[src/rtl/dropout_layer_stream.sv]
// dropout_layer_stream: streaming inverted-dropout stage.
// LFSR Bernoulli mask, fixed-point keep scaling, per-vector drop stats.
module dropout_layer_stream #(
   parameter int unsigned DATA_W      = 24,
   parameter int unsigned VEC_LEN     = 128,
   parameter int unsigned DROP_THRESH = 64,
   parameter int unsigned SCALE       = 21845,
   parameter int unsigned SCALE_W     = 16,
   parameter int unsigned SCALE_FRAC  = 14,
   parameter logic [15:0] LFSR_SEED   = 16'hACE1
) (
   input  logic                         clk,
   input  logic                         rst,
   input  logic                         train_mode,
   input  logic                         seed_load,
   input  logic [DATA_W-1:0]            in_data,
   input  logic                         in_valid,
   output logic                         in_ready,
   output logic [DATA_W-1:0]            out_data,
   output logic                         out_valid,
   input  logic                         out_ready,
   output logic                         out_last,
   output logic [$clog2(VEC_LEN+1)-1:0] drop_count,
   output logic                         count_valid
);

   localparam int unsigned CW  = (VEC_LEN > 1) ? $clog2(VEC_LEN) : 1;
   localparam int unsigned DCW = $clog2(VEC_LEN + 1);
   localparam int unsigned PW  = DATA_W + SCALE_W + 1;

   localparam logic [CW-1:0]      IDX_LAST = CW'(VEC_LEN - 1);
   localparam logic [8:0]         THR      = 9'(DROP_THRESH);
   localparam logic [SCALE_W-1:0] SCALE_V  = SCALE_W'(SCALE);
   // An all-zero seed would lock the LFSR, so it is replaced by 1.
   localparam logic [15:0] SEED0 =
      (LFSR_SEED == 16'h0000) ? 16'h0001 : LFSR_SEED;

   localparam logic signed [PW-1:0] MAXV =
      {{(PW-DATA_W+1){1'b0}}, {(DATA_W-1){1'b1}}};
   localparam logic signed [PW-1:0] MINV =
      {{(PW-DATA_W+1){1'b1}}, {(DATA_W-1){1'b0}}};

   logic [CW-1:0]         idx;
   logic                  mode_q;
   logic [15:0]           lfsr;
   logic [15:0]           lfsr_nx;
   logic [DCW-1:0]        acc;
   logic                  accept;
   logic                  use_train;
   logic                  drop;
   logic                  last_el;
   logic signed [PW-1:0]  a_ext;
   logic signed [PW-1:0]  s_ext;
   logic signed [PW-1:0]  prod;
   logic signed [PW-1:0]  shifted;
   logic [DATA_W-1:0]     scaled;
   logic [DATA_W-1:0]     result;

   assign in_ready = !out_valid || out_ready;
   assign accept   = in_valid && in_ready;
   assign last_el  = (idx == IDX_LAST);

   // Mask decision, scaling with floor shift and saturation, result mux
   always_comb begin
      use_train = (idx == '0) ? train_mode : mode_q;
      drop      = use_train && ({1'b0, lfsr[7:0]} < THR);
      lfsr_nx   = {1'b0, lfsr[15:1]} ^ (lfsr[0] ? 16'hB400 : 16'h0000);
      a_ext     = {{(PW-DATA_W){in_data[DATA_W-1]}}, in_data};
      s_ext     = {{(PW-SCALE_W){1'b0}}, SCALE_V};
      prod      = a_ext * s_ext;
      shifted   = prod >>> SCALE_FRAC;
      scaled    = shifted[DATA_W-1:0];
      if (shifted > MAXV) begin
         scaled = MAXV[DATA_W-1:0];
      end else if (shifted < MINV) begin
         scaled = MINV[DATA_W-1:0];
      end
      result = in_data;
      if (use_train) begin
         result = drop ? '0 : scaled;
      end
   end

   // Single output register: load on accept, empty when taken downstream
   always_ff @(posedge clk) begin
      if (rst) begin
         out_data  <= '0;
         out_valid <= 1'b0;
         out_last  <= 1'b0;
      end else if (accept) begin
         out_data  <= result;
         out_valid <= 1'b1;
         out_last  <= last_el;
      end else if (out_ready) begin
         out_valid <= 1'b0;
         out_last  <= 1'b0;
      end
   end

   // Element index and per-vector mode, latched on element 0
   always_ff @(posedge clk) begin
      if (rst) begin
         idx    <= '0;
         mode_q <= 1'b0;
      end else if (accept) begin
         idx <= last_el ? '0 : idx + CW'(1);
         if (idx == '0) begin
            mode_q <= train_mode;
         end
      end
   end

   // Mask LFSR: reload wins over advance; frozen outside train mode
   always_ff @(posedge clk) begin
      if (rst) begin
         lfsr <= SEED0;
      end else if (seed_load) begin
         lfsr <= SEED0;
      end else if (accept && use_train) begin
         lfsr <= lfsr_nx;
      end
   end

   // Drop accumulator, published with a pulse at each vector end
   always_ff @(posedge clk) begin
      if (rst) begin
         acc         <= '0;
         drop_count  <= '0;
         count_valid <= 1'b0;
      end else begin
         count_valid <= accept && last_el;
         if (accept) begin
            if (last_el) begin
               drop_count <= acc + DCW'(drop);
               acc        <= '0;
            end else begin
               acc <= acc + DCW'(drop);
            end
         end
      end
   end

endmodule
[config.mk]
export PLATFORM = sky130hd
export DESIGN_NAME = dropout_layer_stream
export DESIGN_NICKNAME = d
export VERILOG_FILES = /design/src/rtl/dropout_layer_stream.sv
export SDC_FILE = /design/constraint.sdc
export NUM_CORES = 1
export LEC_CHECK = 0
export BUFFER_PORTS_ARGS = -buffer_cell sky130_fd_sc_hd__buf_2
export CORE_MARGIN = 2
export CORE_UTILIZATION = 61
export CTS_CLUSTER_DIAMETER = 200
export DETAILED_ROUTE_END_ITERATION = 10
export GPL_TIMING_DRIVEN = 0
export PLACE_DENSITY_LB_ADDON = 0.25
export SLEW_MARGIN = 20
export SYNTH_ARGS = -nofsm -noshare
export SYNTH_HDL_FRONTEND = slang
export SYNTH_SLANG_ARGS = --single-unit
[constraint.sdc]
create_clock -name clk -period 7.75 [get_ports clk]
set_clock_uncertainty 0.15 [all_clocks]
set_input_delay 0 -clock clk [delete_from_list [all_inputs] [get_ports clk]]
set_output_delay 0 -clock clk [all_outputs]
set_load 0.01 [all_outputs]
After elaboration in Yosys (flattened, before gate mapping) --
Cells that the tools add are included. Widths: inputs -> output; s select.
Storage, ports and cells: flip-flop bits (word level) 67, bits of input ports 30, output and inout port bits 36, logic and storage cells 38
Cells by class: add/sub/neg operators 2, multipliers 1, $lt $le $gt $ge 3, equal/unequal tests 1, multiplexer cells 11, bitwise logic cells 1, reduce and logical (&&, ||, !) cells 10
Operators with widths (count):
- $mux 24 | 4
- $mul 24x16->40 const B | 1
- $gt 26x24->1 const B | 1
- $lt 26x24->1 const B | 1
- $mux 16 | 1
- $xor 15x16->16 | 1
- $add 8x1->8 | 1
- $lt 8x7->1 const B | 1
- $mux 8 | 1
- $add 7x1->7 const B | 1
- $eq 7x7->1 const B | 1
- $logic_not 7->1 | 1
- $mux 7 | 1
- $logic_and 1x1->1 | 4
- $mux 1 | 4
- $reduce_and 2->1 | 1
- $reduce_bool 2->1 | 1
- $reduce_or 2->1 | 1
- $logic_not 1->1 | 1
- $logic_or 1x1->1 | 1

Logic depth before layout (Yosys ltp) --
depth in word-level cells 6, gate-level depth with buffers 24, mapped depth without buffers 22

Least setup slack after synthesis --
OpenSTA, ideal clock, no wires.
kind input -> register, start point input in_data[18], end point register out_data[10], arrival time 5165 ps, data required time 7455 ps, path slack 2291 ps, stages 21, path through ha_1 > inv_1 > fa_1 > inv_1 > fa_1 > fa_1 > fa_1 > inv_1 > fa_1 > inv_1 > ha_1 > a21oi_1 > o21ai_1 > a311o_1 > and3_1 > o21ba_2 > o211ai_2 > o22ai_2 > buf_4 > a32oi_1 > a211oi_2
Between the ends: word-level cells in the longest chain between the ends 6, elaborated cells between the ends (all ways) 7, those cells by class mul: 1; order compare: 2; mux: 4
RTL lines:
- from (decl) | RTL line 16 | input logic [DATA_W-1:0] in_data,
- $mul 24x16->40 (*) | RTL line 70 | prod = a_ext * s_ext;
- $lt 26x24->1 | RTL line 75 | end else if (shifted < MINV) begin
- $mux 24 | RTL line 75
- $mux 24 (*) | RTL line 73 | if (shifted > MAXV) begin
- $mux 24 (*) | RTL line 80 | result = drop ? '0 : scaled;
- $mux 24 (*) | RTL line 79 | if (use_train) begin
- to (signal assigned) | RTL line 91 | out_data <= result;
- to (decl) | RTL line 19 | output logic [DATA_W-1:0] out_data,
Mark *: on every way between the ends. The rest lies on a longest branch, timed or not. A chain may end at the register's enable or synchronous reset.

Worst setup path after layout --
start point input in_data[22], end point register out_data[18]
Same word-level chain as after synthesis.

==> results.md <==
- Row count: 47
- Asr flop ratio synth: 0
- Tot GR Track Use: 0.296
- Core ar.: 16400 um^2
- Starting Density: 0.616
- Top post-synthesis cells by area: fa_1 (28%), ha_1 (20%), dfxtp_1 (13%), inv_1 (9.7%), a21oi_1 (2.6%)
- M1 wire length: 10.5 mm
- Highest Signal Layer: met4
- Mapped Cells: 1106
- Synth cell types: 64
- Largest net degree at the start of global routing: 28
- Seq/Total Area, Yosys: 0.133
- Worst path required time: 7.79 ns
- DR WL met2: 12.2 mm
- Mapped Avg Cell Area: 9.14 um^2
- Post-Syn Area: 10100 um^2
- Critical Path Sink Type: flop
- Vias in the first global route: 8154
- Synth area leader: fa_1
- Peak Freq: 152 MHz
- Setup tns final: 0 ns
- HPWL after DPL: 20.3 mm
- Ant diodes: 0
- Share of cells above drive strength 1: 0.107
- Fin util: 0.676
- Synth Warn #: 0
- Met3 routed WL: 1.12 mm
- RSZ-0062 raised after global routing: false
- Max_cap viols: 0
- CTS tree: yes
- Number of setup buffers added after CTS: 0
- Crit path DAT: 6.64 ns
- Crit Path Max Fanout: 10
- Die area: 17600 um^2
- Clock-pin slew on the worst setup and hold paths: 0.06 ns
- Clock root buffer: clkbuf_16
- Main flop type after synthesis: dfxtp_1
- Fin area: 11100 um^2
- PortBufs: 64
- Dpl cell area: 10700 um^2
- Nets: 1518
- R2r startpoint: idx[0]
- Fillers: 1324
- Post-synth EDFFs: 0
- Die Span X: 133 um
- Hold Crit Class: input pin to flop
- Total wire length: 24.5 mm
- Vias/cell: 5.60
- H-tree Lvls: 3
- GRT Residual Overflow: 0
- Vias: 7897
- Post-Syn Nets: 1438
- Gpl congestion: 0.938
- Synth top area share: 0.281
- Num CTS Buffers: 9
- Die height: 133 um
- Final count of negative-setup-slack endpoints: 0
- Max-slew violation total from the final report: 0
- I/O pin cnt: 66
- Residual DRC: 0
- Sink Count: 67
- HP Start: in_data[0]
- Post-route ant nets: 0
- Period Utilization, post-route: 0.851
- Tmin final: 6.60 ns
- Crit Path Class: input pin to flop
- Final hold violation count: 0
- Initial antenna violation count: 0
- Outcome: finished, final reports clean
- DR pass1 iterations: 5
- Post-DR wirelength/cell: 17.4 um
- Normalized max-slew margin: 0.314
- Area grow syn2layout: 9.59%
- #FFs+latches synth: 67
- CP Launch Point: in_data[22]
- Skew-Pair Late Insertion Delay: 0.33 ns
- First-pass GRT wire length: 41.3 mm
- Clock Tree Buf Depth: 2
- Initial DRC Count: 424
- Worst Max-Slew Pin Slew: 1.00 ns
- Worst setup SP type: input pin
[Yosys cell counts, types with 3 or more instances]
| master | n |
|---|---|
| a21o_1 | 11 |
| nand4_1 | 6 |
| a211oi_2 | 21 |
| fa_1 | 142 |
| a21oi_1 | 53 |
| a41oi_1 | 3 |
| nor2_1 | 60 |
| nand2b_1 | 3 |
| dfxtp_1 | 67 |
| and2_1 | 4 |
| o21ai_0 | 14 |
| o211ai_1 | 5 |
| a211oi_1 | 9 |
| nor3_1 | 12 |
| and4_1 | 3 |
| mux2i_1 | 4 |
| a221oi_1 | 3 |
| inv_1 | 261 |
| xor2_1 | 18 |
| ha_1 | 160 |
| a2bb2oi_1 | 3 |
| and3_1 | 14 |
| clkbuf_1 | 19 |
| or3_1 | 3 |
| a211o_1 | 3 |
| or2_2 | 3 |
| nand3_1 | 25 |
| buf_2 | 10 |
| a32oi_1 | 20 |
| nand2_1 | 67 |
| xnor2_1 | 25 |
| nor3b_1 | 4 |
| o21bai_1 | 6 |
| a31oi_1 | 6 |
[sequential cells by signal, summed over array words and instances (netlist names)]
name / cells
out_data: 24
acc: 8
out_valid: 1
lfsr: 16
idx: 7
out_last: 1
mode_q: 1
drop_count: 8
count_valid: 1
[worst paths after layout]
kind	depth (start not counted)	to	slack [ns]
worst max-delay path	23	out_data[18]	1.15
worst min-delay path	3	out_data[0]	0.02
worst max register to register	13	acc[5]	4.21
worst min register to register	2	lfsr[9]	0.31
[cell families (layout without fill, tap and decap cells)]
logic type,after synthesis,count (layout),share of synthesized area
adders and majority gates,302,302,0.479
buffers and inverters,297,382,0.114
and+or+nand+nor,209,209,0.0953
AOI/OAI and AO/OA,184,184,0.138
DFF,67,67,0.133
xor gates and xnor gates,43,43,0.0372
muxes,4,4,0.00396
[final cells by class]
| cell class | instances | area (um^2) | area share |
|---|---|---|---|
| Clock buffer | 9 | 225 | 0.0203 |
| Timing Repair Buffer | 69 | 370 | 0.0334 |
| Clock inverter | 7 | 98.8 | 0.00892 |
| Inverter | 262 | 983 | 0.0887 |
| Buffer | 35 | 166 | 0.0150 |
| Sequential cell | 67 | 1340 | 0.121 |
| Multi-Input combinational cell | 742 | 7620 | 0.688 |
| Tap cell | 220 | 275 | 0.0248 |
[placed cells by master (no fill, tap or decap), types with 14 or more instances in the layout]
| cell type | instances |
|---|---|
| clkbuf_1 | 19 |
| a21oi_1 | 53 |
| xnor2_1 | 25 |
| inv_1 | 261 |
| fa_1 | 142 |
| ha_1 | 160 |
| dfxtp_1 | 67 |
| buf_2 | 74 |
| and3_1 | 14 |
| a32oi_1 | 20 |
| nand3_1 | 25 |
| nand2_1 | 67 |
| xor2_1 | 18 |
| a211oi_2 | 21 |
| o21ai_0 | 14 |
| nor2_1 | 60 |
[metal layers]
| metal | GRT usage | vias to the layer above |
|---|---|---|
| li1 | - | 3772 |
| met1 | 0.389 | 3865 |
| met2 | 0.516 | 209 |
| met3 | 0.0352 | 51 |
| met4 | 0.0878 | 0 |
| met5 | 0 | - |
[worst max-delay path, stage by stage]
cell and delay [ns]:
dlygate4sd3_1 0.53, buf_2 0.23, ha_1 0.34, inv_1 0.06, fa_1 0.54, inv_1 0.06
fa_1 0.52, fa_1 0.44, fa_1 0.54, inv_1 0.05, fa_1 0.54, inv_1 0.06
ha_1 0.27, buf_2 0.20, and3_1 0.23, nand3_1 0.10, nor4_1 0.47, a2111oi_2 0.16
nor3_1 0.44, o22ai_2 0.23, buf_4 0.22, a32oi_1 0.29, a211oi_2 0.11
[stage by stage]
step	std cells	hold WS, ns	setup slack (ns)
2_1_floorplan	1106	0.000778	2.29
3_3_place_gp	1390	0.110	1.01
3_5_place_dp	1390	0.144	0.904
4_1_cts	1411	0.0116	1.20
5_1_grt	1411	0.0111	0.882
6_report	1411	0.0174	1.15
[repair_timing]
item                                   CTS  global route
setup endpoints to repair                0             0
endpoints found under the hold margin   11             0
resized for setup                        0             0
hold buffers                             5             0
Power is left out: the tool's default activity adds up to more than one toggle a clock period on the data nets, which glitch-free logic cannot reach.
